**config.mk**
```make
export PLATFORM = sky130hd
export DESIGN_NAME = if_fetch_flat
export DESIGN_NICKNAME = d
export VERILOG_FILES = /design/src/rtl/if_fetch_pkg.sv /design/src/rtl/if_fetch_if.sv /design/src/rtl/if_fetch_npc.sv /design/src/rtl/if_fetch.sv /design/src/flat_wrapper.sv
export SDC_FILE = /design/constraint.sdc
export NUM_CORES = 1
export LEC_CHECK = 0
export CAP_MARGIN = 0
export CELL_PAD_IN_SITES_DETAIL_PLACEMENT = 1
export CELL_PAD_IN_SITES_GLOBAL_PLACEMENT = 1
export CORE_MARGIN = 4
export CORE_UTILIZATION = 25
export DETAILED_ROUTE_END_ITERATION = 10
export HOLD_SLACK_MARGIN = 0.06
export PLACE_DENSITY = 0.8
export SYNTH_ARGS = -nofsm -noshare
export SYNTH_HDL_FRONTEND = slang
export SYNTH_HIERARCHICAL = 1
export SYNTH_SLANG_ARGS = --single-unit
```
**constraint.sdc**
```tcl
create_clock -name clk -period 3.1 [get_ports clk]
set_clock_uncertainty 0.2 [all_clocks]
set_input_delay 0.31 -clock clk [delete_from_list [all_inputs] [get_ports clk]]
set_output_delay 0.31 -clock clk [all_outputs]
set_load 0.01 [all_outputs]
```
**src/rtl/if_fetch_pkg.sv**
```systemverilog
// Shared constants and types for the instruction-fetch stage: reset/handler
// vectors, exception codes, fetch-range bounds and next-PC select encodings.
package if_fetch_pkg;

    localparam logic [31:0] PC_RESET    = 32'h0000_3000;
    localparam logic [31:0] EXC_HANDLER = 32'h0000_4180;
    localparam logic [31:0] INSTR_NOP   = 32'h0000_0000;
    localparam logic [4:0]  CODE_NONE   = 5'd0;
    localparam logic [4:0]  CODE_ADEL   = 5'd4;
    localparam logic [31:0] FETCH_LO    = 32'h0000_3000;
    localparam logic [31:0] FETCH_HI    = 32'h0000_6FFC;

    typedef enum logic [1:0] {
        NPC_SEQ    = 2'd0,
        NPC_BRANCH = 2'd1,
        NPC_JUMP   = 2'd2,
        NPC_JREG   = 2'd3
    } npc_sel_e;

    function automatic logic in_fetch_range(input logic [31:0] pc);
        return (pc >= FETCH_LO) && (pc <= FETCH_HI);
    endfunction

endpackage

```
**src/rtl/if_fetch_if.sv**
```systemverilog
// Bundle of the fetch stage's control inputs, instruction-memory port and
// F-stage outputs towards IF_ID; master is the fetch stage itself.
interface if_fetch_if;

    logic        Req;
    logic        Stall;
    logic        d_isEret;
    logic [31:0] EPC;
    logic [1:0]  d_npc_sel;
    logic [31:0] d_npc_target;
    logic        d_isBranchJump;
    logic [31:0] i_inst_addr;
    logic [31:0] i_inst_rdata;
    logic [31:0] f_PC;
    logic [31:0] f_Instr;
    logic        f_BD;
    logic [4:0]  f_ExcCode;

    modport master (
        input  Req, Stall, d_isEret, EPC, d_npc_sel, d_npc_target,
               d_isBranchJump, i_inst_rdata,
        output i_inst_addr, f_PC, f_Instr, f_BD, f_ExcCode
    );

    modport slave (
        output Req, Stall, d_isEret, EPC, d_npc_sel, d_npc_target,
               d_isBranchJump, i_inst_rdata,
        input  i_inst_addr, f_PC, f_Instr, f_BD, f_ExcCode
    );

endinterface

```
**src/rtl/if_fetch_npc.sv**
```systemverilog
// if_npc: purely combinational next-PC selection.
// Priority: exception request > eret (unstalled) > stall hold > npc_sel.
module if_npc
    import if_fetch_pkg::*;
(
    input  logic [31:0] i_pc,
    input  logic        i_req,
    input  logic        i_stall,
    input  logic        i_is_eret,
    input  logic [31:0] i_epc,
    input  logic [1:0]  i_npc_sel,
    input  logic [31:0] i_npc_target,
    output logic [31:0] o_npc
);

    logic [31:0] w_pc_plus4;

    assign w_pc_plus4 = i_pc + 32'd4;

    always_comb begin
        o_npc = w_pc_plus4;
        if (i_req) begin
            o_npc = EXC_HANDLER;
        end else if (i_is_eret && !i_stall) begin
            o_npc = i_epc;
        end else if (i_stall) begin
            o_npc = i_pc;
        end else begin
            // Targets are taken as-is; a misaligned jr target faults in F later.
            unique case (npc_sel_e'(i_npc_sel))
                NPC_SEQ:    o_npc = w_pc_plus4;
                NPC_BRANCH: o_npc = i_npc_target;
                NPC_JUMP:   o_npc = i_npc_target;
                NPC_JREG:   o_npc = i_npc_target;
                default:    o_npc = w_pc_plus4;
            endcase
        end
    end

endmodule

```
**src/rtl/if_fetch.sv**
```systemverilog
// Instruction-fetch stage: PC register, fetch-address fault detection and F outputs.
// Optional FETCH_RANGE_CHK_EN also faults PCs outside the fetch window.
module if_fetch
    import if_fetch_pkg::*;
(
    input  logic         clk,
    input  logic         reset,
    if_fetch_if.master   bus
);

    logic [31:0] r_pc;
    logic [31:0] w_npc;
    logic        w_fault;

    if_npc u_npc (
        .i_pc         (r_pc),
        .i_req        (bus.Req),
        .i_stall      (bus.Stall),
        .i_is_eret    (bus.d_isEret),
        .i_epc        (bus.EPC),
        .i_npc_sel    (bus.d_npc_sel),
        .i_npc_target (bus.d_npc_target),
        .o_npc        (w_npc)
    );

    always_ff @(posedge clk) begin
        if (reset) begin
            r_pc <= PC_RESET;
        end else begin
            r_pc <= w_npc;
        end
    end

`ifdef FETCH_RANGE_CHK_EN
    assign w_fault = (r_pc[1:0] != 2'b00) || !in_fetch_range(r_pc);
`else
    assign w_fault = (r_pc[1:0] != 2'b00);
`endif

    assign bus.i_inst_addr = r_pc;
    assign bus.f_PC        = r_pc;
    assign bus.f_Instr     = w_fault ? INSTR_NOP : bus.i_inst_rdata;
    assign bus.f_ExcCode   = w_fault ? CODE_ADEL : CODE_NONE;
    // An eret in D is never itself a branch, so its successor is no delay slot.
    assign bus.f_BD        = bus.d_isBranchJump && !bus.d_isEret;

endmodule

```
**src/flat_wrapper.sv**
```systemverilog
// flat-port wrapper written by rule: the top's interface ports become plain ports
module if_fetch_flat import if_fetch_pkg::*;
  (clk, reset, bus_Req, bus_Stall, bus_d_isEret, bus_EPC, bus_d_npc_sel, bus_d_npc_target, bus_d_isBranchJump, bus_i_inst_rdata, bus_i_inst_addr, bus_f_PC, bus_f_Instr, bus_f_BD, bus_f_ExcCode);
  if_fetch_if bus_i ();
  input  logic clk;
  input  logic reset;
  input wire logic [$bits(bus_i.Req)-1:0] bus_Req;
  input wire logic [$bits(bus_i.Stall)-1:0] bus_Stall;
  input wire logic [$bits(bus_i.d_isEret)-1:0] bus_d_isEret;
  input wire logic [$bits(bus_i.EPC)-1:0] bus_EPC;
  input wire logic [$bits(bus_i.d_npc_sel)-1:0] bus_d_npc_sel;
  input wire logic [$bits(bus_i.d_npc_target)-1:0] bus_d_npc_target;
  input wire logic [$bits(bus_i.d_isBranchJump)-1:0] bus_d_isBranchJump;
  input wire logic [$bits(bus_i.i_inst_rdata)-1:0] bus_i_inst_rdata;
  output wire logic [$bits(bus_i.i_inst_addr)-1:0] bus_i_inst_addr;
  output wire logic [$bits(bus_i.f_PC)-1:0] bus_f_PC;
  output wire logic [$bits(bus_i.f_Instr)-1:0] bus_f_Instr;
  output wire logic [$bits(bus_i.f_BD)-1:0] bus_f_BD;
  output wire logic [$bits(bus_i.f_ExcCode)-1:0] bus_f_ExcCode;
  assign bus_i.Req = bus_Req;
  assign bus_i.Stall = bus_Stall;
  assign bus_i.d_isEret = bus_d_isEret;
  assign bus_i.EPC = bus_EPC;
  assign bus_i.d_npc_sel = bus_d_npc_sel;
  assign bus_i.d_npc_target = bus_d_npc_target;
  assign bus_i.d_isBranchJump = bus_d_isBranchJump;
  assign bus_i.i_inst_rdata = bus_i_inst_rdata;
  assign bus_i_inst_addr = bus_i.i_inst_addr;
  assign bus_f_PC = bus_i.f_PC;
  assign bus_f_Instr = bus_i.f_Instr;
  assign bus_f_BD = bus_i.f_BD;
  assign bus_f_ExcCode = bus_i.f_ExcCode;
  if_fetch u_core (.clk(clk), .reset(reset), .bus(bus_i));
endmodule
```
==> impl_metrics.env <==
export IMPL_fin_nets=637
export IMPL_cts_resized=0
export IMPL_drc=0
export IMPL_clock_sinks=32
export IMPL_critPathRequiredTime_ns=3.10
export IMPL_vias=3406
export IMPL_avgRoutedWirePerCell_um=18.89
export IMPL_clockBufferDepth=2
export IMPL_cts_setup_buffers=0
export IMPL_path_clk_slew_ns=0.06
export IMPL_n_antenna_cell=0
export IMPL_synth_area_top_cells="dfxtp_1 (21%), nor3b_2 (12%), buf_4 (9.3%), nor2b_1 (6.7%), xor2_1 (6.6%)"
export IMPL_hold_viol=0
export IMPL_arrival_ns=2.61
export IMPL_worstPathMaxFanout=10
export IMPL_grt_max_degree=33
export IMPL_p_sw_frac=0.2898
export IMPL_synth_edf_count=0
export IMPL_cts_hold_buf=0
export IMPL_cts_made_buffers=5
export IMPL_yosys_warnings=6
export IMPL_grt_overflow=0
export IMPL_yosys_most_used_dff="dfxtp_1"
export IMPL_start_util=0.2558
export IMPL_area_growth_syn_to_layout_pct=66.37
export IMPL_p_clk_frac=0.331
export IMPL_power_leakage_uw=0.001838
export IMPL_combinationalPowerShare=0.356
export IMPL_rsz0062_at_grt="no"
export IMPL_power_density_nw_per_um2=300.4
export IMPL_yosysTopAreaCellShare=0.2085
export IMPL_clock_latency_ns=0.28
export IMPL_layout_common_cells="clkdlybuf4s50_1 (201), nor2_1 (37), nor2b_1 (33), nor3b_2 (30), dfxtp_1 (30)"
export IMPL_timing_final_crit_share=0.8427
export IMPL_async_flop_share=0
export IMPL_yosysUniqueCellTypes=52
export IMPL_grt_pass1_wl_um=19960
export IMPL_worstPathCellList="nand4_4 > nor4_4 > nand4_1 > xor2_1 > a2111oi_2 > nor2b_1"
export IMPL_synthCells=371
export IMPL_cts_root_buffer="clkbuf_16"
export IMPL_min_path_type="primary input to flop"
export IMPL_slowest_stage="nor4_4"
export IMPL_yosys_area_top_type="dfxtp_1"
export IMPL_p_int_uw=1091
export IMPL_final_common_cell="clkdlybuf4s50_1"
export IMPL_rows=40
export IMPL_fin_tns_setup_ns=0
export IMPL_antenna_found_initial=0
export IMPL_maxCapViolCount=0
export IMPL_crit_type="flop to flop"
export IMPL_via_per_inst=5.009
export IMPL_first_global_vias=3683
export IMPL_drive_gt1_frac=0.1313
export IMPL_maxSlewHeadroom=0.4506
export IMPL_worst_pin_slew_ns=0.8241
export IMPL_dieArea_um2=14130
export IMPL_hpwlAfterDp_um=9952
export IMPL_p_seq_frac=0.313
export IMPL_p_sw_uw=445.2
export IMPL_drt_iter0_drc=140
export IMPL_setup_slack_ns=0.4877
export IMPL_slowest_delay_ns=0.68
export IMPL_grt_usage=0.1729
export IMPL_end_kind="flop"
export IMPL_tritoncts="built"
export IMPL_preCtsSetupSlack_ns=0.4677
export IMPL_ys_seq_area_frac=0.2085
export IMPL_synth_seq_cells=32
export IMPL_largest_reg_flops=32
export IMPL_syn_cell_area_um2=3073
export IMPL_max_freq_mhz=382.8
export IMPL_vdd_ir_drop_worst_mv=0.1838
export IMPL_setup_violations_final=0
export IMPL_pin_count=206
export IMPL_outcome="complete, no violations"
export IMPL_htree_levels=2
export IMPL_core_area_um2=12010
export IMPL_first_pass_iters=5
export IMPL_min_period_ns=2.612
export IMPL_ant_nets=0
export IMPL_die_y_um=118.9
export IMPL_start_kind="flop"
export IMPL_nFillCells=1416
export IMPL_avgSynthCellArea_um2=8.283
export IMPL_port_buffers=201
export IMPL_die_w_um=118.9
export IMPL_wl_um=12850
export IMPL_maxSlewViolCount=0
export IMPL_gp_congestion=0.8525
-- power groups by stage --
stage | registers [µW] | logic, µW | clock network (µW)
after global placement | 488 | 539 | 0
after floorplan | 480 | 250 | 0
after CTS | 482 | 553 | 517
after detailed placement | 490 | 549 | 0
after global routing | 487 | 585 | 538
final | 481 | 547 | 508
-- path summary, 6_finish.rpt --
check / start / end / slack (ns) / cells after the start
worst min register to register: u_core/bus.f_PC[6] / u_core/bus.f_PC[6] / 0.54 / 3
worst max register to register: u_core/bus.f_PC[5] / u_core/bus.f_PC[25] / 0.49 / 6
worst max-delay path: u_core/bus.f_PC[5] / u_core/bus.f_PC[25] / 0.49 / 6
worst min-delay path: bus_d_npc_target[24] / u_core/bus.f_PC[24] / 0.53 / 4
-- synthesized netlist by cell type (all sizes together) (2+ instances only) --
library cell and n:
a2111oi 19, a211o 2, a211oi 6, a21oi 8
a221oi 4, a311oi 2, and3 7, and4 3
buf 53, clkbuf 13, dfxtp 32, mux2i 3
nand2 17, nand3 9, nand4 13, nand4b 2
nor2 37, nor2b 33, nor3 4, nor3b 32
nor4 3, o21ai 9, o22ai 18, or2 3
xnor2 3, xor2 23
-- metal layers --
metal,GRT usage,wire length (µm),vias to the layer above
met5,0,0,-
met4,0.03693,175,0
met3,0.04558,906,17
met2,0.2995,6117,155
met1,0.2157,5648,1606
li1,-,-,1628
-- cell families (layout without fill, tap and decap cells) --
kind of cell	count (synthesis)	after routing	share of synthesized area
buf+inv	68	227	0.1490
simple gates	166	166	0.3664
fa+ha+maj	1	1	0.004071
other cells	1	4	0.001220
xor+xnor	26	26	0.07410
flops	32	32	0.2085
mux	3	3	0.009772
compound gates	74	74	0.1869
-- per-stage QoR --
step	instances	util	area [µm²]	hold slack, ns	total power [µW]
3_3_place_gp	672	0.4131	4962	0.5095	1027
3_5_place_dp	672	0.4131	4962	0.5228	1040
4_1_cts	680	0.4256	5112	0.5354	1551
6_report	680	0.4256	5112	0.5345	1536
5_1_grt	680	0.4256	5112	0.5606	1610
2_1_floorplan	374	-	3084	0.1816	730.4
-- worst max-delay path, delay by kind of cell, from the launching register on --
| family | cells | cell delay [ns] |
|---|---|---|
| AO/OA/AOI/OAI | 1 | 0.37 |
| XOR/XNOR | 1 | 0.18 |
| flip-flops | 1 | 0.50 |
| AND/OR/NAND/NOR | 4 | 1.28 |
-- final cells by class --
cell class | count | area (µm²) | share of cell area
timing repair buffer | 217 | 2132 | 0.4170
inverter | 2 | 7.507 | 0.001468
clock buffer | 7 | 142.6 | 0.02790
clock inverter | 1 | 7.507 | 0.001468
multi-input combinational | 274 | 1996 | 0.3904
sequential | 32 | 643.1 | 0.1258
tap | 147 | 183.9 | 0.03598
No activity file was read; power rests on OpenSTA's default activity.
